==> src/rtl/debounce_scan_arbiter.sv <==
// ---------------------------------------------------------------------------
// debounce_scan_arbiter
//
// Shared-engine debouncer for N_CH switch inputs. One slow sample tick starts
// a sequential scan that updates one channel per clock. A channel's debounced
// level flips after STABLE_CNT consecutive scans that disagree with it. Every
// flip that counts as an event sets a per-channel pending bit. A round-robin
// arbiter presents the pending events one at a time on a valid/ready port.
//
// Optional build macro: DEBOUNCE_EVT_RELEASE_EN
//   defined   : presses and releases both raise events (o_evt_rise = new level)
//   undefined : only presses raise events; releases just update o_level,
//               are never held back by a pending press, and o_evt_rise is 1
//               whenever o_evt_valid is 1
//
// Ports
//   i_clk        system clock
//   i_rst        asynchronous, active-high reset
//   d_input      raw, asynchronous switch inputs (N_CH bits)
//   o_level      debounced levels (N_CH bits)
//   o_evt_valid  an event is presented
//   o_evt_ch     channel index of the presented event
//   o_evt_rise   1 = press (0->1), 0 = release (1->0)
//   i_evt_ready  consumer takes the event when high together with o_evt_valid
// ---------------------------------------------------------------------------
module debounce_scan_arbiter #(
    parameter int N_CH       = 4,
    parameter int TICK_DIV   = 250000,
    parameter int STABLE_CNT = 3
) (
    input  logic                    i_clk,
    input  logic                    i_rst,
    input  logic [N_CH-1:0]         d_input,
    output logic [N_CH-1:0]         o_level,
    output logic                    o_evt_valid,
    output logic [$clog2(N_CH)-1:0] o_evt_ch,
    output logic                    o_evt_rise,
    input  logic                    i_evt_ready
);

    localparam int CH_W   = $clog2(N_CH);
    localparam int CW1    = CH_W + 1;
    localparam int TICK_W = $clog2(TICK_DIV);
    localparam int CNT_W  = 4;

    generate
        if (TICK_DIV <= N_CH + 1) begin : g_bad_tick_div
            $error("debounce_scan_arbiter: TICK_DIV must be greater than N_CH+1");
        end
        if (N_CH < 2 || N_CH > 16) begin : g_bad_n_ch
            $error("debounce_scan_arbiter: N_CH must be in 2..16");
        end
        if (STABLE_CNT < 1 || STABLE_CNT > 15) begin : g_bad_stable_cnt
            $error("debounce_scan_arbiter: STABLE_CNT must be in 1..15");
        end
    endgenerate

    typedef enum logic {
        S_IDLE = 1'b0,
        S_SCAN = 1'b1
    } state_t;

    // Two-flop synchronizer
    logic [N_CH-1:0]   sync1_q, sync1_d;
    logic [N_CH-1:0]   sync2_q, sync2_d;

    // Sample tick
    logic [TICK_W-1:0] tick_cnt_q, tick_cnt_d;
    logic              tick;

    // Scan sequencer
    state_t            state_q, state_d;
    logic [CH_W-1:0]   idx_q, idx_d;
    logic              scan_en;

    // Per-channel debounce state
    logic [CNT_W-1:0]  cnt_q [N_CH];
    logic [CNT_W-1:0]  cnt_d [N_CH];
    logic [N_CH-1:0]   level_q, level_d;
    logic [N_CH-1:0]   pend_q, pend_d;
    logic [N_CH-1:0]   dir_q, dir_d;
    logic [N_CH-1:0]   pend_set;
    logic [N_CH-1:0]   pend_clr;
    logic [N_CH-1:0]   evt_flip;

    // Arbiter / event port
    logic [CH_W-1:0]   rr_ptr_q, rr_ptr_d;
    logic              evt_valid_q, evt_valid_d;
    logic [CH_W-1:0]   evt_ch_q, evt_ch_d;
    logic              evt_rise_q, evt_rise_d;
    logic              sel_found;
    logic [CH_W-1:0]   sel_ch;
    logic [CW1-1:0]    cand;
    logic [CW1-1:0]    rr_next;

    // Which flips count as events (and can therefore be held off by pending)
`ifdef DEBOUNCE_EVT_RELEASE_EN
    assign evt_flip = {N_CH{1'b1}};
`else
    assign evt_flip = sync2_q;
`endif

    // ---------------- synchronizer and tick ----------------
    always_comb begin
        sync1_d    = d_input;
        sync2_d    = sync1_q;
        tick       = (tick_cnt_q == TICK_W'(TICK_DIV - 1));
        tick_cnt_d = tick ? '0 : tick_cnt_q + TICK_W'(1);
    end

    // ---------------- scan FSM ----------------
    always_comb begin
        state_d = state_q;
        idx_d   = idx_q;
        scan_en = 1'b0;
        case (state_q)
            S_IDLE: begin
                if (tick) begin
                    state_d = S_SCAN;
                    idx_d   = '0;
                end
            end
            S_SCAN: begin
                scan_en = 1'b1;
                if (idx_q == CH_W'(N_CH - 1)) begin
                    state_d = S_IDLE;
                    idx_d   = '0;
                end else begin
                    idx_d = idx_q + CH_W'(1);
                end
            end
            default: begin
                state_d = S_IDLE;
                idx_d   = '0;
            end
        endcase
    end

    // ---------------- per-channel debounce update ----------------
    always_comb begin
        level_d  = level_q;
        dir_d    = dir_q;
        pend_set = '0;
        for (int ch = 0; ch < N_CH; ch++) begin
            cnt_d[ch] = cnt_q[ch];
            if (scan_en && idx_q == CH_W'(ch)) begin
                if (sync2_q[ch] == level_q[ch]) begin
                    cnt_d[ch] = '0;
                end else if (cnt_q[ch] < CNT_W'(STABLE_CNT - 1)) begin
                    cnt_d[ch] = cnt_q[ch] + CNT_W'(1);
                end else if (pend_q[ch] && evt_flip[ch]) begin
                    // Previous event not yet taken: keep the count armed so the
                    // flip happens on the first scan after acceptance.
                    cnt_d[ch] = CNT_W'(STABLE_CNT - 1);
                end else begin
                    level_d[ch] = sync2_q[ch];
                    cnt_d[ch]   = '0;
                    if (evt_flip[ch]) begin
                        pend_set[ch] = 1'b1;
                        dir_d[ch]    = sync2_q[ch];
                    end
                end
            end
        end
    end

    // ---------------- round-robin arbiter and event port ----------------
    always_comb begin
        sel_found = 1'b0;
        sel_ch    = '0;
        cand      = '0;
        for (int k = 0; k < N_CH; k++) begin
            cand = {1'b0, rr_ptr_q} + CW1'(k);
            if (cand >= CW1'(N_CH)) begin
                cand = cand - CW1'(N_CH);
            end
            if (!sel_found && pend_q[cand[CH_W-1:0]]) begin
                sel_found = 1'b1;
                sel_ch    = cand[CH_W-1:0];
            end
        end
    end

    always_comb begin
        evt_valid_d = evt_valid_q;
        evt_ch_d    = evt_ch_q;
        evt_rise_d  = evt_rise_q;
        rr_ptr_d    = rr_ptr_q;
        pend_clr    = '0;
        rr_next     = {1'b0, evt_ch_q} + CW1'(1);
        if (rr_next == CW1'(N_CH)) begin
            rr_next = '0;
        end
        if (evt_valid_q) begin
            if (i_evt_ready) begin
                // Accept: drop valid for one cycle so the next pick sees
                // the updated pending vector and pointer.
                evt_valid_d        = 1'b0;
                pend_clr[evt_ch_q] = 1'b1;
                rr_ptr_d           = rr_next[CH_W-1:0];
            end
        end else if (sel_found) begin
            evt_valid_d = 1'b1;
            evt_ch_d    = sel_ch;
            // Without release events dir is only ever written with 1.
            evt_rise_d  = dir_q[sel_ch];
        end
        // Scan reads the pre-accept pending bit, so a same-cycle clear wins.
        pend_d = (pend_q | pend_set) & ~pend_clr;
    end

    // ---------------- state registers ----------------
    always_ff @(posedge i_clk or posedge i_rst) begin
        if (i_rst) begin
            sync1_q     <= '0;
            sync2_q     <= '0;
            tick_cnt_q  <= '0;
            state_q     <= S_IDLE;
            idx_q       <= '0;
            level_q     <= '0;
            pend_q      <= '0;
            dir_q       <= '0;
            rr_ptr_q    <= '0;
            evt_valid_q <= 1'b0;
            evt_ch_q    <= '0;
            evt_rise_q  <= 1'b0;
            for (int ch = 0; ch < N_CH; ch++) begin
                cnt_q[ch] <= '0;
            end
        end else begin
            sync1_q     <= sync1_d;
            sync2_q     <= sync2_d;
            tick_cnt_q  <= tick_cnt_d;
            state_q     <= state_d;
            idx_q       <= idx_d;
            level_q     <= level_d;
            pend_q      <= pend_d;
            dir_q       <= dir_d;
            rr_ptr_q    <= rr_ptr_d;
            evt_valid_q <= evt_valid_d;
            evt_ch_q    <= evt_ch_d;
            evt_rise_q  <= evt_rise_d;
            for (int ch = 0; ch < N_CH; ch++) begin
                cnt_q[ch] <= cnt_d[ch];
            end
        end
    end

    assign o_level     = level_q;
    assign o_evt_valid = evt_valid_q;
    assign o_evt_ch    = evt_ch_q;
    assign o_evt_rise  = evt_rise_q;

endmodule

==> config.mk <==
export PLATFORM = sky130hd
export DESIGN_NAME = debounce_scan_arbiter
export DESIGN_NICKNAME = d
export VERILOG_FILES = /design/src/rtl/debounce_scan_arbiter.sv
export SDC_FILE = /design/constraint.sdc
export NUM_CORES = 1
export LEC_CHECK = 0
export CAP_MARGIN = 20
export CORE_MARGIN = 2
export CORE_UTILIZATION = 55
export CTS_BUF_LIST = sky130_fd_sc_hd__clkbuf_16
export DETAILED_ROUTE_END_ITERATION = 10
export HOLD_SLACK_MARGIN = 0.03
export PLACE_DENSITY_LB_ADDON = 0.1
export SLEW_MARGIN = 20
export SYNTH_ARGS = -nofsm -noshare
export SYNTH_HDL_FRONTEND = slang
export SYNTH_SLANG_ARGS = --single-unit
==> constraint.sdc <==
create_clock -name i_clk -period 2.5 [get_ports i_clk]
set_input_delay 0.5 -clock i_clk [delete_from_list [all_inputs] [get_ports i_clk]]
set_output_delay 0.5 -clock i_clk [all_outputs]
set_load 0.01 [all_outputs]
==> results_dict.tcl, run 1 <==
set metrics [dict create \
    fp.dieH_um 76.65 \
    grt_first_pass_wirelength_um 9128 \
    tritonroute_pass_1_iters 4 \
    via_per_inst 5.495 \
    critical_path.reg2reg.startpoint "tick_cnt_q[10]$_DFF_PP0_" \
    cts_buf_count 9 \
    synthesis.area_um2 2903 \
    drc_errors 0 \
    met2_capacity_usage_during_global_routing_pct 31.33 \
    drt.antenna.violating_nets 0 \
    pwr_density_cell_nw_per_um2 799.4 \
    timing.critical_path.buf_inv 1 \
    min_period_over_period_pct 73.77 \
    cts_tree "done" \
    worst_clock_skew_ns 0.004610 \
    criticalPathCategory "flip-flop to output pin" \
    largest_net_degree_at_the_start_of_global_routing 34 \
    finalSetupTns_ns 0 \
    timing.critical_path.cells "clkdlybuf4s50_1" \
    fillers 392 \
    cts.htree.levels 3 \
    floorplan.initialDensity_pct 56.83 \
    worst-path-max-fanout 6 \
    vdd_ir_drop_max_uv 488.8 \
    cts_buffer_depth 2 \
    clk_pin_slew_worst_paths_ns 0.05 \
    period_minus_slack_ns 1.844 \
    timing_worst_slew_pin_value_ns 0.6879 \
    post_cts.resized_instances 0 \
    globalRoute.busiestLayer "met2" \
    postCtsHoldBufs 0 \
    path_delay_family "buffers and inverters" \
    wl_per_instance_um 13.64 \
    synth_seq_cells 63 \
    worst_setup_path_startpoint "o_evt_ch[0]$_DFFE_PP0P_" \
    finalWirelength_um 5047 \
    syn2layout_area_growth_pct 17.63 \
    hold_path_startpoint "sync1_q[0]$_DFF_PP0_" \
    sequential_cell_area_um2 1577 \
    detailedPlacementHpwl_um 3518 \
    yosysSeqAreaShare_pct 54.31 \
    postCtsSetupRepairBufs 0 \
    initialDrtViolationCount 111 \
    placedInstanceArea_um2 3133 \
    finalWeightedCongestion 0.7975 \
    synth_edf_count 0 \
    layout.cell_area.non_filler_um2 3415 \
    worst_path_max_delay_cell "clkdlybuf4s50_1" \
    antenna_cells_inserted 0 \
    leakagePower_uw 0.001601 \
    grt_use_total_pct 19.71 \
    dieArea_um2 5875 \
    antenna_found_initial 0 \
    detailroute.via_count 2033 \
    clock_latency_of_the_later_clocked_register_in_the_worst_skew_pair_ns 0.32 \
    num_rows 26 \
    finalSetupViolations 0 \
    timing.critical_path.from_type "flip-flop" \
    layout-drive-gt1-share_pct 8.667 \
    synth_top_flop_cell "dfrtp_1" \
    worst-endpoint-required_ns 2.00 \
    synth.net_count 297 \
    multiInputGateArea_um2 1245 \
    first_global_vias 1972 \
    synth-async-reset-ratio_pct 100.0 \
    hold_ws_ns 0.3440 \
    fin_nets 319 \
    clock-root-buffer "clkbuf_16" \
    run_status "finished, final reports clean" \
    floorplan.io_pins 15 \
    timing.max_slew.rel_slack_pct 53.79 \
    synth_area_per_cell_um2 10.63 \
    grt.overflow.total 0 \
    globalRouteMet3Util_pct 4.706 \
    gate_count_post_synth 273 \
    final_max_slew_viol_count 0 \
    hold_path.class "flip-flop to flip-flop" \
    timing.reg2reg.setup_slack_ns 0.69 \
    cp_slowest_stage_delay_ns 0.57 \
    max_freq_ghz 0.5423 \
    horizontal_die_dimension_um 76.65 \
    io_buffer_count 14 \
    rsz0062_at_grt "no" \
    signal_arrival_time_at_the_worst_endpoint_ns 1.34 \
    grt_use_met1_pct 25.67 \
    drv_cap 0 \
    core-area_um2 5107 \
    hold_viol 0 \
    synth_warnings 0 \
    worstSetupEndpointType "output pin" \
    ys_types 42 \
    tritoncts_num_sinks 63 \
]
-- per-layer routing --
layer | wire length, µm | vias up
met5 | 0 | -
met4 | 75 | 0
met3 | 134 | 5
met2 | 2467 | 19
met1 | 2369 | 1009
li1 | - | 1000
-- where the power goes --
group	internal, µW	switching, µW	total, µW
sequential	1090	113	1200
combinational	189	179	368
clock	753	406	1160
-- flip-flops by register name, indices dropped and copies added, names as in the netlist --
name	count
tick_cnt_q	18
cnt_q	16
dir_q	4
evt_flip	4
o_level	4
pend_q	4
sync1_q	4
idx_q	2
o_evt_ch	2
rr_ptr_q	2
o_evt_rise	1
o_evt_valid	1
state_q	1
-- worst paths after layout --
check                                          endpoint  depth (start not counted)
worst min register to register    evt_flip[0]$_DFF_PP0_                          0
worst max-delay path                        o_evt_ch[0]                          1
worst max register to register  tick_cnt_q[7]$_DFF_PP0_                          5
worst min-delay path              evt_flip[0]$_DFF_PP0_                          0
min in group asynchronous          sync1_q[3]$_DFF_PP0_                          2
max in group asynchronous          dir_q[2]$_DFFE_PP0P_                          3
-- per-stage QoR --
| step | power, µW | std cells | utilization [%] | worst slack (ns) |
|---|---|---|---|---|
| final | 2730 | 370 | 66.85 | 0.6558 |
| after global routing | 2865 | 370 | 66.85 | 0.5120 |
| after global placement | 1580 | 354 | 61.34 | 0.7134 |
| after CTS | 2760 | 370 | 66.85 | 0.6364 |
| after floorplan | 1457 | 273 | - | 0.4303 |
| after detailed placement | 1584 | 354 | 61.34 | 0.6949 |
-- final cells by class --
cell class,count,area share (%)
Sequential cell,63,46.17
Inverter,13,1.429
Clock buffer,9,6.596
Clock inverter,7,1.649
Tap cell,70,2.565
Multi-Input combinational cell,191,36.46
Timing Repair Buffer,17,5.130
-- cell usage in the layout, fill, tap and decap left out, types with 5 or more instances in the layout --
cell type	Yosys	final
o21ai_0	13	13
clkbuf_16	0	9
clkdlybuf4s50_1	0	14
xnor2_1	6	6
nor2_1	21	21
nand2_1	35	35
nand3_1	9	9
dfrtp_1	63	63
inv_1	13	14
xor2_1	9	9
nor3_1	6	6
and2_1	5	5
ha_1	17	17
a21oi_1	12	12
nand4_1	5	5
-- synthesized netlist by cell type, types with 2 or more instances --
cell type,instances,area (µm²)
a21oi_1,12,60.06
a22o_1,3,26.28
a31o_2,4,35.03
a31oi_1,3,18.77
and2_1,5,31.28
and3_1,3,18.77
and4_1,2,17.52
buf_2,2,10.01
clkbuf_1,3,11.26
dfrtp_1,63,1577
ha_1,17,212.7
inv_1,13,48.80
mux2_2,2,22.52
mux2i_1,3,30.03
nand2_1,35,131.4
nand2b_1,3,18.77
nand3_1,9,45.04
nand3b_1,4,30.03
nand4_1,5,31.28
nor2_1,21,78.83
nor2b_1,2,12.51
nor3_1,6,30.03
nor4_1,2,12.51
nor4b_1,2,17.52
o21ai_0,13,65.06
o22a_1,3,26.28
o31ai_1,2,15.01
or3_1,4,25.02
xnor2_1,6,52.55
xor2_1,9,78.83
-- cells by family after synthesis --
group,Yosys count,synth area share [%]
simple gates,106,18.10
xor+xnor,15,4.526
mux,5,1.810
compound gates,48,11.12
fa+ha+maj,17,7.327
buf+inv,19,2.802
flops,63,54.31
Power figures use the tool's default switching activity.
==> run 2, diff against run 1 <==
Settings changed: CORE_UTILIZATION 55 to 53.
Clock period 2.5 ns to 1.6 ns, I/O delays scaled along.
==> run 2 against run 1 <==
Total power grew 54%. Sequential cell count is the same. Clock power is 39% higher. Register-to-register slack lost 0.65 ns. Setup slack worse by 0.62 ns. Global-route usage is 0.45 points lower. First-iteration DRC count grew 17%. Utilization is 1.5 points higher. Via count is 2.2% higher. Design area up 4.2%. Critical path type is now flip-flop to flip-flop. Largest cell class unchanged. Largest power group unchanged. Highest routed layer unchanged.
==> results_dict.tcl, run 2 (synthesis gave the netlist of run 1 again) <==
set metrics [dict create \
    hold_viol 0 \
    first_global_vias 2113 \
    floorplan.io_pins 15 \
    most_frequent_standard_cell_in_the_layout_excluding_fill_and_tap_cells "dfrtp_1" \
    grt_use_total_pct 19.26 \
    worst_path_max_delay_cell "dfrtp_1" \
    timing.critical_path.from_type "flip-flop" \
    floorplan.initialDensity_pct 55.77 \
    largest_net_degree_at_the_start_of_global_routing 37 \
    horizontal_die_dimension_um 78.01 \
    postCtsSetupRepairBufs 0 \
    timing_worst_slew_pin_value_ns 0.4795 \
    grt.overflow.total 0 \
    drt.antenna.violating_nets 0 \
    detailroute.via_count 2078 \
    period_minus_slack_ns 1.565 \
    signal_arrival_time_at_the_worst_endpoint_ns 1.81 \
    detailedPlacementHpwl_um 3602 \
    syn2layout_area_growth_pct 22.59 \
    finalSetupViolations 0 \
    layout_common_cells "61 x dfrtp_1, 35 x nand2_1, 20 x nor2_1, 17 x ha_1, 17 x buf_4" \
    rsz0062_at_grt "yes" \
    cts.htree.levels 3 \
    finalWeightedCongestion 0.8470 \
    final_util_pct 68.37 \
    drv_cap 0 \
    run_status "finished, final reports clean" \
    cts_tree "done" \
    vdd_ir_drop_max_uv 754.5 \
    timing.critical_path.cells "mux2i_2 -> o221ai_4 -> mux2i_1 -> or3_1 -> o211ai_2" \
    num_rows 26 \
    timing.critical_path.buf_inv 0 \
    criticalPathCategory "flip-flop to flip-flop" \
    tritonroute_pass_1_iters 4 \
    pwr_density_cell_nw_per_um2 1181 \
    layout-drive-gt1-share_pct 14.92 \
    dieArea_um2 6085 \
    tritoncts_num_sinks 63 \
    hold_path.class "primary input to async pin" \
    finalWirelength_um 5162 \
    hold_ws_ns 0.2389 \
    min_period_over_period_pct 97.78 \
    timing.max_slew.rel_slack_pct 67.74 \
    grt_first_pass_wirelength_um 9073 \
    antenna_cells_inserted 0 \
    largest_register "tick_cnt_q" \
    initialDrtViolationCount 130 \
    worst-endpoint-required_ns 1.84 \
    leakagePower_uw 0.001703 \
    worstSetupEndpointType "flip-flop" \
    fin_nets 335 \
    clock_latency_of_the_later_clocked_register_in_the_worst_skew_pair_ns 0.32 \
    via_per_inst 5.397 \
    wl_per_instance_um 13.41 \
    final_max_slew_viol_count 0 \
    path_delay_family "flip-flops" \
    cp_slowest_stage_delay_ns 0.48 \
    io_buffer_count 14 \
    cts_buf_count 9 \
    antenna_found_initial 0 \
    clk_pin_slew_worst_paths_ns 0.05 \
    cts_buffer_depth 2 \
    max_freq_ghz 0.6392 \
    drc_errors 0 \
    reg.largest.list "tick_cnt_q (18), cnt_q (16)" \
    fp.dieH_um 78.01 \
    worst_clock_skew_ns 0.005935 \
    largest_reg_flops 18 \
    worst-path-max-fanout 9 \
    core-area_um2 5205 \
    clock-root-buffer "clkbuf_16" \
]
run 2: metal layers:
metal | routed length, µm | GRT usage [%] | vias to the layer above | share of wire (%)
met5 | 0 | 0 | - | 0
met4 | 104 | 8.772 | 0 | 2.0
met3 | 222 | 5.233 | 12 | 4.3
met2 | 2303 | 28.71 | 40 | 45
met1 | 2532 | 26.42 | 984 | 49
li1 | - | - | 1042 | -
run 2: final timing paths:
kind / to / from / cells past startpoint / slack, ns
worst max-delay path: o_evt_rise$_DFFE_PP0P_ / pend_q[0]$_DFF_PP0_ / 5 / 0.04
worst min-delay path: sync1_q[3]$_DFF_PP0_ / i_rst / 2 / 0.24
worst max register to register: o_evt_rise$_DFFE_PP0P_ / pend_q[0]$_DFF_PP0_ / 5 / 0.04
worst min register to register: evt_flip[0]$_DFF_PP0_ / sync1_q[0]$_DFF_PP0_ / 0 / 0.35
max in group asynchronous: o_evt_ch[0]$_DFFE_PP0P_ / i_rst / 3 / 0.96
min in group i_clk: evt_flip[0]$_DFF_PP0_ / sync1_q[0]$_DFF_PP0_ / 0 / 0.35
run 2: report_power, final:
group	leakage (µW)	switching, µW	internal, µW
Clock	0.000138	609	1000
Sequential	0.000834	164	1710
Combinational	0.000731	342	374
Total	0.00170	1120	3090
run 2: per-stage QoR:
step	worst slack, ns	instances	total power, µW	TNS (ns)	cell area (µm²)
finish	0.03545	385	4202	0	3558
global route	-0.02933	385	4411	-0.05006	3558
CTS	0.01630	385	4191	0	3523
detailed placement	-0.01207	370	2573	-0.01207	3269
global placement	0.05705	370	2552	0	3269
floorplan	0.05254	273	2277	0	2907
run 2: what timing repair did:
action | CTS | global route
resized for setup | 4 | 9
hold buffers | 0 | 0
endpoints found under the hold margin | 0 | 0
pin swaps | 0 | 1
setup endpoints to repair | 3 | 7
run 2: cell type report:
cell class | instances | area (µm²)
clock buffers | 9 | 225.2
clock inverters | 6 | 23.77
fillers | 413 | 1647
inverters | 13 | 52.55
multi-input cells | 191 | 1280
flip-flops and latches | 63 | 1579
well taps | 70 | 87.58
repair buffers | 33 | 310.3
==> run 3, diff against run 2 <==
Settings changed: MAX_ROUTING_LAYER set to met4.
==> run 3 against run 2 <==
Global-route usage grew 0.55 points. Die area is the same. Non-clock buffer count is the same. Sequential cell count is the same. First-iteration DRC count is the same. Count of clock-buffer cells in the layout is the same. Combinational power is essentially flat. Final cell count is the same. Clock skew is essentially flat. Critical endpoint unchanged. Sequential power is essentially flat.
==> results_dict.tcl, run 3 (synthesis gave the netlist of run 1 again) <==
set metrics [dict create \
    worstSetupEndpointType "flip-flop" \
    hold_viol 0 \
    horizontal_die_dimension_um 78.01 \
    worst_clock_skew_ns 0.005935 \
    stdcell_count 385 \
    syn2layout_area_growth_pct 22.59 \
    min_period_over_period_pct 97.78 \
    postCtsHoldBufs 0 \
    tritonroute_pass_1_iters 4 \
    largest_net_degree_at_the_start_of_global_routing 37 \
    grt_use_total_pct 19.81 \
    finalWirelength_um 5166 \
    hold_path.class "primary input to async pin" \
    timing_worst_slew_pin_value_ns 0.4795 \
    tritoncts_num_sinks 63 \
    finalSetupViolations 0 \
    multiInputGateArea_um2 1280 \
    vdd_ir_drop_max_uv 754.5 \
    period_minus_slack_ns 1.565 \
    final_max_slew_viol_count 0 \
    fin_total_pwr_uw 4203 \
    drc_errors 0 \
    finalSetupTns_ns 0 \
    rsz0062_at_grt "yes" \
    sequential_cell_area_um2 1579 \
    fin_nets 335 \
    first_global_vias 2115 \
    largest_register "tick_cnt_q" \
    clock_latency_of_the_later_clocked_register_in_the_worst_skew_pair_ns 0.32 \
    timing.max_slew.rel_slack_pct 67.74 \
    drv_cap 0 \
    cts_buf_count 9 \
    fp.dieH_um 78.01 \
    worst-path-max-fanout 9 \
    timing.critical_path.from_type "flip-flop" \
    most_frequent_standard_cell_in_the_layout_excluding_fill_and_tap_cells "dfrtp_1" \
    grt.overflow.total 0 \
    signal_arrival_time_at_the_worst_endpoint_ns 1.81 \
    hold_ws_ns 0.2388 \
    largest_reg_flops 18 \
    clock-root-buffer "clkbuf_16" \
    finalWeightedCongestion 0.8603 \
    drt.antenna.violating_nets 0 \
    layout_common_cells "61 x dfrtp_1, 35 x nand2_1, 20 x nor2_1, 17 x ha_1, 17 x buf_4" \
    floorplan.initialDensity_pct 55.77 \
    floorplan.io_pins 15 \
    criticalPathCategory "flip-flop to flip-flop" \
    worst-endpoint-required_ns 1.84 \
    cts.htree.levels 3 \
    layout-drive-gt1-share_pct 14.92 \
    pwr_density_cell_nw_per_um2 1181 \
    worst_slack_ns 0.03545 \
    grt_first_pass_wirelength_um 9080 \
    antenna_found_initial 0 \
    clk_pin_slew_worst_paths_ns 0.05 \
    leakagePower_uw 0.001703 \
    wl_per_instance_um 13.42 \
    core-area_um2 5205 \
    cp_slowest_stage_delay_ns 0.48 \
    detailroute.via_count 2079 \
    initialDrtViolationCount 130 \
    io_buffer_count 14 \
    timing.critical_path.cells "mux2i_2 -> o221ai_4 -> mux2i_1 -> or3_1 -> o211ai_2" \
    antenna_cells_inserted 0 \
    worst_path_max_delay_cell "dfrtp_1" \
    dieArea_um2 6085 \
    num_rows 26 \
    reg.largest.list "tick_cnt_q (18), cnt_q (16)" \
    max_freq_ghz 0.6392 \
    detailedPlacementHpwl_um 3602 \
    number_of_instances_in_the_placed_design 370 \
    run_status "finished, final reports clean" \
    via_per_inst 5.400 \
    place_worst_setup_slack_ns -0.01207 \
    cts_buffer_depth 2 \
    postCtsSetupRepairBufs 0 \
    cts_tree "done" \
    fillers 413 \
]
run 3: cell counts in the layout (fill, tap and decap cells not counted):
Identical to the previous run, type by type.
run 3: worst max-delay path, delay by kind of cell, from the launching register on:
| family | cells | cell delay [ns] |
|---|---|---|
| AO/OA/AOI/OAI | 2 | 0.22 |
| flip-flops | 1 | 0.48 |
| multiplexers | 2 | 0.43 |
| AND/OR/NAND/NOR | 1 | 0.36 |
run 3: worst paths after layout:
kind                                      start                      end  slack [ns]  cells after the start
min in group i_clk         sync1_q[0]$_DFF_PP0_    evt_flip[0]$_DFF_PP0_        0.35                      0
max reg2reg                 pend_q[0]$_DFF_PP0_   o_evt_rise$_DFFE_PP0P_        0.04                      5
min reg2reg                sync1_q[0]$_DFF_PP0_    evt_flip[0]$_DFF_PP0_        0.35                      0
max in group asynchronous                 i_rst  o_evt_ch[0]$_DFFE_PP0P_        0.96                      3
min                                       i_rst     sync1_q[3]$_DFF_PP0_        0.24                      2
max                         pend_q[0]$_DFF_PP0_   o_evt_rise$_DFFE_PP0P_        0.04                      5
run 3: where the power goes:
part / total (µW) / internal (µW) / leakage [µW] / switching (µW)
clock network: 1610 / 1000 / 0.000138 / 610
logic: 717 / 374 / 0.000731 / 342
registers: 1870 / 1710 / 0.000834 / 164
total: 4200 / 3090 / 0.00170 / 1120
run 3: stage by stage:
step | utilization, % | instance area (µm²)
final | 68.37 | 3558
after global routing | 68.37 | 3558
after CTS | 67.69 | 3523
after detailed placement | 62.81 | 3269
after global placement | 62.81 | 3269
after floorplan | - | 2907
run 3: timing repair:
item,4_1_cts,5_1_grt
resized for setup,4,9
pin swaps,0,1
setup endpoints to repair,3,7
run 3: cell type report:
type / instances / area share, %
Multi-Input combinational cell: 191 / 35.97
Sequential cell: 63 / 44.37
Inverter: 13 / 1.477
Clock inverter: 6 / 0.6681
Timing Repair Buffer: 33 / 8.720
Tap cell: 70 / 2.461
Clock buffer: 9 / 6.329
run 3: layer usage:
layer  vias up  global-route usage, %  wire length [µm]  share of wire [%]
met2        38                  28.71              2304                 45
met4         0                  8.772               104                2.0
met1       987                  26.42              2551                 49
met3        12                  5.233               207                4.0
li1       1042                      -                 -                  -
met5         -                      -                 0                  0
